$ cat src/rtl/seq_muldiv_unit.sv
// Iterative unsigned W x W multiply (shift-add) and W / W divide (restoring),
// one bit per clock, with a start/done handshake and registered outputs.
module seq_muldiv_unit #(
  parameter int unsigned WIDTH = 8,
  parameter int unsigned CNT_W = 6
) (
  input  logic             clk,
  input  logic             reset,
  input  logic             start,
  input  logic             op,
  input  logic [WIDTH-1:0] a,
  input  logic [WIDTH-1:0] b,
  output logic             busy,
  output logic             done,
  output logic [WIDTH-1:0] result_hi,
  output logic [WIDTH-1:0] result_lo,
  output logic             div_by_zero
);

  typedef enum logic [1:0] {IDLE, RUN, DONE} state_t;

  state_t             state, state_next;
  logic               busy_next, done_next;
  logic               accept, div_zero_c, last_iter;
  logic               op_r;
  logic [WIDTH-1:0]   a_r, b_r, m_r;
  logic [CNT_W-1:0]   cnt;
  logic [WIDTH:0]     acc_hi;
  logic [WIDTH-1:0]   acc_lo;
  logic [WIDTH:0]     mul_sum, div_shift, div_diff;
  logic               div_borrow;
  logic [WIDTH:0]     iter_hi;
  logic [WIDTH-1:0]   iter_lo;

  assign accept     = (state == IDLE) && start;
  assign div_zero_c = op && (b == '0);
  assign last_iter  = (state == RUN) && (cnt == CNT_W'(WIDTH - 1));

  // State register
  always_ff @(posedge clk) begin
    if (reset) state <= IDLE;
    else       state <= state_next;
  end

  // Next-state logic
  always_comb begin
    state_next = state;
    case (state)
      IDLE:    if (start) state_next = div_zero_c ? DONE : RUN;
      RUN:     if (last_iter) state_next = DONE;
      DONE:    state_next = IDLE;
      default: state_next = IDLE;
    endcase
  end

  // Handshake outputs follow the state being entered, so they register with it
  always_comb begin
    busy_next = 1'b0;
    done_next = 1'b0;
    busy_next = (state_next != IDLE);
    done_next = (state_next == DONE);
  end

  // One iteration: mul adds into the high half then shifts {carry,P} right;
  // div shifts {R,Q} left and keeps the trial difference when it does not borrow
  always_comb begin
    mul_sum    = {1'b0, acc_hi[WIDTH-1:0]} + (m_r[0] ? {1'b0, a_r} : '0);
    div_shift  = {acc_hi[WIDTH-1:0], acc_lo[WIDTH-1]};
    div_diff   = div_shift - {1'b0, b_r};
    div_borrow = (div_shift < {1'b0, b_r});
    if (op_r) begin
      iter_hi = div_borrow ? div_shift : div_diff;
      iter_lo = {acc_lo[WIDTH-2:0], ~div_borrow};
    end else begin
      iter_hi = {1'b0, mul_sum[WIDTH:1]};
      iter_lo = {mul_sum[0], acc_lo[WIDTH-1:1]};
    end
  end

  // Datapath and registered outputs
  always_ff @(posedge clk) begin
    if (reset) begin
      busy        <= 1'b0;
      done        <= 1'b0;
      result_hi   <= '0;
      result_lo   <= '0;
      div_by_zero <= 1'b0;
      op_r        <= 1'b0;
      a_r         <= '0;
      b_r         <= '0;
      m_r         <= '0;
      cnt         <= '0;
      acc_hi      <= '0;
      acc_lo      <= '0;
    end else begin
      busy <= busy_next;
      done <= done_next;
      if (accept) begin
        op_r   <= op;
        a_r    <= a;
        b_r    <= b;
        m_r    <= b;
        cnt    <= '0;
        acc_hi <= '0;
        acc_lo <= op ? a : '0;
        if (div_zero_c) begin
          result_hi   <= a;
          result_lo   <= '1;
          div_by_zero <= 1'b1;
        end
      end else if (state == RUN) begin
        acc_hi <= iter_hi;
        acc_lo <= iter_lo;
        m_r    <= m_r >> 1;
        cnt    <= cnt + CNT_W'(1);
        if (last_iter) begin
          result_hi   <= iter_hi[WIDTH-1:0];
          result_lo   <= iter_lo;
          div_by_zero <= 1'b0;
        end
      end
    end
  end

endmodule

$ cat config.mk
export PLATFORM = sky130hd
export DESIGN_NAME = seq_muldiv_unit
export DESIGN_NICKNAME = d
export VERILOG_FILES = /design/src/rtl/seq_muldiv_unit.sv
export SDC_FILE = /design/constraint.sdc
export NUM_CORES = 1
export LEC_CHECK = 0
export ABC_AREA = 0
export CORE_ASPECT_RATIO = 0.6
export CORE_MARGIN = 3
export CORE_UTILIZATION = 30
export CTS_BUF_LIST = sky130_fd_sc_hd__clkbuf_4
export CTS_CLUSTER_SIZE = 30
export DETAILED_ROUTE_END_ITERATION = 16
export SLEW_MARGIN = 20
export SYNTH_ARGS = -nofsm -noshare
export SYNTH_HDL_FRONTEND = slang
export SYNTH_SLANG_ARGS = --single-unit
export TNS_END_PERCENT = 1
$ cat constraint.sdc
create_clock -name clk -period 1.98 [get_ports clk]
set_input_delay 0.198 -clock clk [delete_from_list [all_inputs] [get_ports clk]]
set_output_delay 0.198 -clock clk [all_outputs]
set_load 0.02 [all_outputs]
**Yosys cells after proc, flatten, opt, wreduce, memory -nomap -nowiden**

Cells that the tools add are included.

- Flip-flop bits (word level): 68
- Input bits: 20
- Output and inout port bits: 19

- Add/sub/neg operators: 3
- Magnitude comparators: 1
- Equality and inequality tests: 4
- Muxes and demuxes: 25
- Bitwise logic cells: 1
- Reductions and logical operators: 10

Operators by type and width:

| kind | number |
|---|---|
| two-way mux 8 bit | 17 |
| adder 8 x 8 -> 9 bit | 1 |
| < comparator 9 x 8 -> 1 bit | 1 |
| zero test 8 bit | 1 |
| subtractor 8 bit | 1 |
| adder 6 x 1 -> 6 bit (second input constant) | 1 |
| == test 6 x 3 -> 1 bit (second input constant) | 1 |
| two-way mux 2 bit | 3 |
| nonzero test 2 bit | 3 |
| two-way mux 1 bit | 4 |
| one-hot mux 2 bit (2 select lines) | 1 |
| logical AND 1 bit | 3 |
| AND reduction 3 bit | 1 |
| == test 2 x 1 -> 1 bit (second input constant) | 1 |
| == test 2 bit (second input constant) | 1 |
| zero test 2 bit | 1 |
| inequality test 2 x 1 -> 1 bit (second input constant) | 1 |
| OR reduction 2 bit | 1 |
| inverter 1 bit | 1 |

**Depth between registers and ports, before layout**

Gate-level depths: netlist of run 1.

- Depth after elaboration: 6
- Gate-level depth with buffers: 10
- Gate-level depth less buffers: 10

**Worst setup path before layout of run 1**

Ideal clock, no wire load.

- Path type: register to register
- Start: register acc_lo[7]
- End: register result_hi[6]
- Library setup time: 0.074 ns
- Arrival time: 2.091 ns
- Slack: -0.186 ns
- Stages on the path, launching flop included: 11
- Path buffers: 0
- Period minus slack after synthesis: 2.166 ns
- Cell sequence: dfxtp_1 inv_1 ha_1 inv_1 fa_1 a211o_1 a2111oi_0 a41oi_1 a32oi_1 o211ai_1 a31oi_1

- Cells in the longest elaborated chain, start to end: 6

Ends and longest elaborated chain:

| element | line | text |
|---|---|---|
| start: declaration | 29 | `logic [WIDTH-1:0] acc_lo;` |
| start signal: assignment | 105 | `acc_lo <= op ? a : '0;` |
| start signal: assignment | 113 | `acc_lo <= iter_lo;` |
| subtractor 8 bit / < comparator 9 x 8 -> 1 bit (equally long branches) | 69, 70 |  |
| two-way mux 8 bit * | 72 | `iter_hi = div_borrow ? div_shift : div_diff;` |
| two-way mux 8 bit * | 71 | `if (op_r) begin` |
| two-way mux 8 bit * | 116 | `if (last_iter) begin` |
| two-way mux 8 bit * | 111 | `end else if (state == RUN) begin` |
| two-way mux 8 bit * | 98 | `if (accept) begin` |
| end signal: assignment | 117 | `result_hi <= iter_hi[WIDTH-1:0];` |
| end: declaration | 15 | `output logic [WIDTH-1:0] result_hi,` |

Every way passes the cells marked *; elsewhere a longest branch is shown, timed or not. The select of a mux whose other input is x is not followed.
A chain may end at the register's enable or synchronous reset.

**Worst setup path after layout of run 1**

- Start: register m_r[0]
- End: register acc_hi[5]

- Cells in the longest elaborated chain, start to end: 3

Ends and longest elaborated chain:

| element | line | text |
|---|---|---|
| start: declaration | 26 | `logic [WIDTH-1:0] a_r, b_r, m_r;` |
| start signal: assignment | 114 | `m_r <= m_r >> 1;` |
| two-way mux 8 bit | 67 | `mul_sum = {1'b0, acc_hi[WIDTH-1:0]} + (m_r[0] ? {1'b0, a_r} : '0);` |
| adder 8 x 8 -> 9 bit | 67 |  |
| two-way mux 8 bit | 71 |  |
| end signal: assignment | 112 | `acc_hi <= iter_hi;` |
| end: declaration | 28 | `logic [WIDTH:0] acc_hi;` |

Every way passes these cells.

==> results.py, run 1 <==
metrics = {
    "outcome": {
        "status": "complete, but fails checks",
        "violations": "setup timing",
    },
    "worst_setup_path": {
        "start_kind": "flop",
        "r2r-start": "m_r[0]",
        "crit_end": "acc_hi[5]",
        "crit_type": "flop to flop",
        "worstReg2RegEnd": "acc_hi[5]",
        "end_kind": "flop",
        "reg2reg_slack_ns": -0.27,
        "worstPathArrival_ns": 2.58,
        "crit_start": "m_r[0]",
        "required_ns": 2.32,
        "rr_worst_depth": 10,
        "cp_max_fo": 6,
    },
    "clock_tree": {
        "clockRootBuffer": "clkbuf_4",
        "cts_hold_buf": 0,
        "cts_htree_levels": 3,
        "cts_sinks": 68,
        "clock_latency_ns": 0.42,
        "clkTransAtPathRegs_ns": 0.10,
        "numCtsBuffers": 9,
        "cts_max_path_buffers": 2,
        "cts_tree": "done",
    },
    "sta": {
        "slew_headroom": 0.442,
        "post-route-period-util": 1.13,
        "worst_slew_pin_slew_ns": 0.834,
        "drv_slew": 0,
        "final_hold_viol_count": 0,
        "fin_worst_skew_ns": 0.0145,
        "rsz0062_at_grt": "true",
        "max_freq_mhz": 445,
        "fin_ws_ns": -0.266,
        "fin_worst_hold_slack_ns": 0.407,
        "period_minus_slack_ns": 2.25,
        "setup_violations": 16,
    },
    "floorplanning": {
        "ios": 39,
        "die_area_um2": 13500,
        "rows": 30,
        "start_util": 0.315,
        "fp.coreArea_um2": 11600,
        "fp.dieH_um": 91.3,
        "die_x_um": 148,
    },
    "pwr": {
        "power.internal_mw": 2.02,
        "power_frac_comb": 0.237,
        "power.density_nw_per_um2": 607,
        "p_seq_frac": 0.500,
        "p_leak_nw": 1.94,
        "peakVddDrop_mv": 0.251,
        "switching_share": 0.312,
        "p_total_mw": 2.94,
        "clock_power_share": 0.263,
        "power_switching_mw": 0.916,
    },
    "layout": {
        "n_antenna_cell": 0,
        "finalNetCount": 577,
        "drive_above_1_share": 0.206,
        "post-route-cell-area_um2": 4840,
        "fillCellCount": 1191,
        "area_delta_synth_final_pct": 33.0,
    },
    "drt": {
        "wl_um": 11300,
        "highest_layer": "met4",
        "drc_errors": 0,
        "postRouteAntennaNets": 0,
        "viasPerCell": 5.16,
        "wire_per_inst_um": 16.0,
        "drtIter0Drc": 310,
        "met2_length_um": 4420,
        "m1WireLength_um": 5990,
        "drt_first_pass_iters": 4,
        "vias": 3630,
        "route.met3.wl_um": 767,
    },
    "yosys": {
        "synth.distinct_cells": 58,
        "synth_warnings": 0,
        "synth_nets": 491,
        "syn_inst": 452,
        "synth-seq-cells": 68,
        "synth_area_um2": 3640,
        "synth_flop_cell": "dfxtp_1",
        "synth-edff-count": 0,
        "async_reset_ff_frac": 0,
        "ys_seq_area_frac": 0.374,
        "syn_avg_cell_area_um2": 8.05,
    },
    "hold_path": {
        "hold_path_class": "input port to flop",
    },
    "grt": {
        "grt_max_degree": 28,
        "grt_pass1_vias": 3472,
        "grt_use_total": 0.167,
        "grt_overflow": 0,
        "antenna_found_initial": 0,
        "grt_pass1_wl_um": 18000,
    },
    "placed_design": {
        "place_ws_ns": -0.444,
        "placed_area_um2": 4630,
        "gp_congestion": 0.971,
        "port_buffers": 38,
        "hpwl_um": 8870,
    },
    "job": {
        "maxCapViolations": 0,
    },
}
-- registers in the layout, summed over array words and instances, names as in the netlist --
signal       cells
div_by_zero      1
done             1
acc_hi           8
result_hi        8
busy             1
acc_lo           8
op_r             1
cnt              6
result_lo        8
state            2
b_r              8
a_r              8
m_r              8
-- repair_timing --
item	4_1_cts	5_1_grt
endpoints found under the hold margin	0	0
pin swaps	12	4
buffers inserted	0	1
setup endpoints to repair	18	18
gates resized for setup	24	5
-- critical path, stage by stage (launching register included) --
cell	delay, ns
dfxtp_4	0.39
and2_1	0.13
ha_1	0.16
inv_1	0.05
fa_2	0.37
nor2b_4	0.15
o31a_1	0.20
o22ai_1	0.12
mux2i_1	0.18
o211ai_1	0.22
o21ai_1	0.21
-- layer usage --
layer,up-vias,track usage
met4,0,0.0331
met1,1720,0.251
li1,1790,-
met3,11,0.0524
met5,-,0
met2,109,0.233
-- power groups by stage --
stage,clock network [mW],registers [mW],logic (mW)
floorplan,0,1.49,0.383
global placement,0,1.50,0.645
detailed placement,0,1.50,0.653
CTS,0.804,1.47,0.682
global route,0.863,1.48,0.757
finish,0.773,1.47,0.696
-- how the worst min path moves through the flow --
stage	startpoint	end	slack, ns	cells past startpoint
floorplan	a[0]	a_r[0]	0.33	2
global placement	acc_lo[0]	acc_lo[0]	0.43	2
detailed placement	m_r[2]	m_r[2]	0.44	1
CTS	a[7]	a_r[7]	0.39	3
global route	b[2]	b_r[2]	0.42	3
finish	a[7]	a_r[7]	0.41	3
-- placed cells by master (no fill, tap or decap), drive strengths merged, types with 3 or more instances in the layout --
cell           Yosys  routed
a211o              4       4
a211oi             4       4
a21o               8       8
a21oi             55      55
a311oi             8       8
a31oi              8       8
and2              10      10
buf               10      62
clkbuf            15      11
clkdlybuf4s50      0      38
clkinv             1       4
dfxtp             68      68
ha                17      17
inv               16      16
mux2               4       4
mux2i              8       8
nand2             74      74
nand2b             3       3
nand3              4       4
nand4              7       7
nand4b             3       3
nor2              32      32
nor2b              7       7
nor3               9       9
o211ai             4       4
o21a               6       6
o21ai             28      28
or2                4       4
or3                3       3
xnor2              4       4
xor2               4       4
-- cell families (layout without fill, tap and decap cells) --
group,count (synthesis),in the layout,share of synthesized area
AO/OA/AOI/OAI,141,141,0.244
XOR/XNOR,8,8,0.0192
adder cells (fa/ha/maj),19,19,0.0694
buffers and inverters,42,133,0.0498
flip-flops,68,68,0.374
multiplexers,12,12,0.0344
AND/OR/NAND/NOR,162,162,0.209
-- metrics by stage --
stage | cells | TNS (ns) | utilization
3_3_place_gp | 686 | -4.10 | 0.401
5_1_grt | 703 | -4.28 | 0.419
3_5_place_dp | 686 | -4.99 | 0.401
2_1_floorplan | 452 | -0.463 | -
6_report | 703 | -2.45 | 0.419
4_1_cts | 702 | -2.41 | 0.417
-- synthesized netlist by cell type (all sizes together), types with 8 or more instances --
cell / instances / area share
inv: 16 / 0.017
nand2: 74 / 0.076
mux2i: 8 / 0.022
clkbuf: 15 / 0.015
a21o: 8 / 0.017
a31oi: 8 / 0.014
a311oi: 8 / 0.019
buf: 10 / 0.017
ha: 17 / 0.058
and2: 10 / 0.018
a21oi: 55 / 0.077
nor2: 32 / 0.033
nor3: 9 / 0.012
o21ai: 28 / 0.040
dfxtp: 68 / 0.37
-- cell type report --
cell class | count | area, µm² | area share
inverter | 17 | 63.8 | 0.0132
tap | 160 | 200 | 0.0414
sequential | 68 | 1370 | 0.283
multi-input combinational | 342 | 2180 | 0.451
timing repair buffer | 100 | 912 | 0.188
clock buffer | 11 | 82.6 | 0.0171
clock inverter | 5 | 28.8 | 0.00595
No activity file was read; power rests on OpenSTA's default activity.
==> run 2: changes to the inputs <==
--- a/config.mk
+++ b/config.mk
@@ -8,10 +8,11 @@
 export ABC_AREA = 0
 export CORE_ASPECT_RATIO = 0.6
 export CORE_MARGIN = 3
-export CORE_UTILIZATION = 30
+export CORE_UTILIZATION = 50
 export CTS_BUF_LIST = sky130_fd_sc_hd__clkbuf_4
 export CTS_CLUSTER_SIZE = 30
 export DETAILED_ROUTE_END_ITERATION = 16
+export PLACE_DENSITY = 0.75
 export SLEW_MARGIN = 20
 export SYNTH_ARGS = -nofsm -noshare
 export SYNTH_HDL_FRONTEND = slang
==> run 2 against run 1 <==
Compared with the run above: the run still ends with setup timing left; critical path depth unchanged; clock skew decreased by 0.0025 ns; critical path type unchanged; sequential cell count unchanged; largest power group unchanged; utilization increased by 29 points; combinational power increased by 1%; global-route usage increased by 11 points; count of clock-buffer cells in the layout decreased by 2; first-iteration DRC count increased by 0.97%; register-to-register slack about the same; highest routed layer unchanged; fmax about the same.
==> results.py, run 2 (same netlist as run 1, synthesis figures left out) <==
metrics = {
    "pwr": {
        "clock_power_share": 0.322,
        "power.density_nw_per_um2": 665,
        "power_frac_comb": 0.219,
        "power_switching_mw": 0.956,
        "p_leak_nw": 1.99,
        "peakVddDrop_mv": 0.485,
        "power.internal_mw": 2.25,
        "switching_share": 0.298,
        "p_seq_frac": 0.458,
    },
    "sta": {
        "final_hold_viol_count": 0,
        "post-route-period-util": 1.13,
        "fin_ws_ns": -0.264,
        "drv_slew": 0,
        "setup_violations": 16,
        "slew_headroom": 0.610,
        "fin_worst_skew_ns": 0.0120,
        "period_minus_slack_ns": 2.24,
        "worst_slew_pin_slew_ns": 0.584,
        "max_freq_mhz": 446,
        "rsz0062_at_grt": "true",
    },
    "worst_setup_path": {
        "cp_max_fo": 3,
        "path_cells": "inv_1 > ha_1 > inv_1 > fa_2 > a211o_1 > a2111oi_2 > a41oi_1 > a32oi_1 > o211ai_1 > a31oi_1",
        "rr_worst_depth": 10,
        "end_kind": "flop",
        "start_kind": "flop",
        "worstReg2RegEnd": "result_hi[6]",
        "required_ns": 2.34,
        "reg2reg_slack_ns": -0.26,
        "worstPathArrival_ns": 2.61,
        "r2r-start": "acc_lo[7]",
        "crit_type": "flop to flop",
        "cp_common_cell": "inv_1",
        "slowest_stage": "fa_2",
        "cpPeakStageDelay_ns": 0.34,
    },
    "hold_path": {
        "worstHoldStart": "a[4]",
        "holdPathStages": 3,
        "hold_path_class": "input port to flop",
        "holdPathEnd": "acc_lo[4]",
    },
    "floorplanning": {
        "start_util": 0.531,
        "fp.coreArea_um2": 6850,
        "fp.dieH_um": 72.1,
        "die_area_um2": 8370,
        "ios": 39,
        "die_x_um": 116,
        "rows": 23,
    },
    "grt": {
        "grt_use_total": 0.282,
        "grt_max_degree": 31,
        "grt_pass1_vias": 3555,
        "grt_pass1_wl_um": 18000,
        "grt_overflow": 0,
        "antenna_found_initial": 0,
    },
    "drt": {
        "postRouteAntennaNets": 0,
        "wl_um": 11300,
        "drc_errors": 0,
        "drt_first_pass_iters": 6,
        "drtIter0Drc": 313,
        "viasPerCell": 5.98,
        "wire_per_inst_um": 17.8,
        "vias": 3795,
    },
    "clock_tree": {
        "cts_tree": "done",
        "clkTransAtPathRegs_ns": 0.12,
        "numCtsBuffers": 9,
        "clockRootBuffer": "clkbuf_4",
        "cts_max_path_buffers": 2,
        "cts_sinks": 68,
        "clock_latency_ns": 0.43,
        "cts_htree_levels": 3,
    },
    "layout": {
        "fin_util": 0.704,
        "area_delta_synth_final_pct": 32.6,
        "final_cell_mix": "nand2_1 (74), dfxtp_1 (65), buf_4 (63)",
        "finalNetCount": 582,
        "drive_above_1_share": 0.223,
        "post-route-cell-area_um2": 4820,
        "final_common_cell": "nand2_1",
        "n_antenna_cell": 0,
    },
    "placed_design": {
        "place_ws_ns": -0.336,
        "gp_congestion": 0.939,
        "hpwl_um": 8650,
        "placed_area_um2": 4540,
        "port_buffers": 38,
    },
    "outcome": {
        "status": "complete, but fails checks",
        "violations": "setup timing",
    },
    "job": {
        "maxCapViolations": 0,
    },
}
## run 2: what timing repair did
action,4_1_cts,5_1_grt
hold buffers,0,0
endpoints found under the setup margin,18,27
buffers inserted,1,0
pin swaps,16,4
gates resized for setup,22,14
gates cloned,0,0
## run 2: metal layers
layer / track usage / vias to the layer above / part of all wire
met1: 0.415 / 1785 / 0.47
met4: 0.0927 / 0 / 0.020
met3: 0.0767 / 28 / 0.10
met2: 0.400 / 188 / 0.41
met5: 0 / - / 0
li1: - / 1794 / -
## run 2: worst max path at each step
stage,start,to
floorplan,acc_lo[7],result_hi[6]
global placement,acc_hi[0],result_hi[2]
detailed placement,m_r[0],result_hi[7]
CTS,acc_lo[7],result_hi[6]
global route,acc_lo[7],result_hi[6]
finish,acc_lo[7],result_hi[6]
## run 2: stage by stage
stage / instances / power [mW] / setup TNS (ns) / hold WS [ns]
floorplan: 452 / 1.87 / -0.463 / 0.334
global placement: 618 / 2.13 / -3.43 / 0.436
detailed placement: 618 / 2.14 / -3.93 / 0.442
CTS: 635 / 3.18 / -2.10 / 0.353
global route: 635 / 3.34 / -3.50 / 0.377
finish: 635 / 3.21 / -2.10 / 0.365
## run 2: power groups by stage
stage	Sequential [mW]	Clock [mW]	Combinational, mW
2_1_floorplan	1.49	0	0.383
3_3_place_gp	1.50	0	0.631
3_5_place_dp	1.50	0	0.639
4_1_cts	1.47	1.05	0.663
5_1_grt	1.48	1.10	0.764
6_report	1.47	1.03	0.704
## run 2: area by class of cell
cell class	instances	area [µm²]
repair buffers	105	916
fillers	556	2020
clock inverters	7	90.1
clock buffers	9	67.6
multi-input cells	342	2210
flip-flops and latches	68	1370
well taps	87	109
inverters	17	63.8
## run 2: critical path: cells and delay by family, from the launching register on
kind                     cells  cell delay (ns)
flip-flops                   1             0.33
buffers and inverters        2             0.12
adder cells (fa/ha/maj)      2             0.49
AO/OA/AOI/OAI                6             1.22
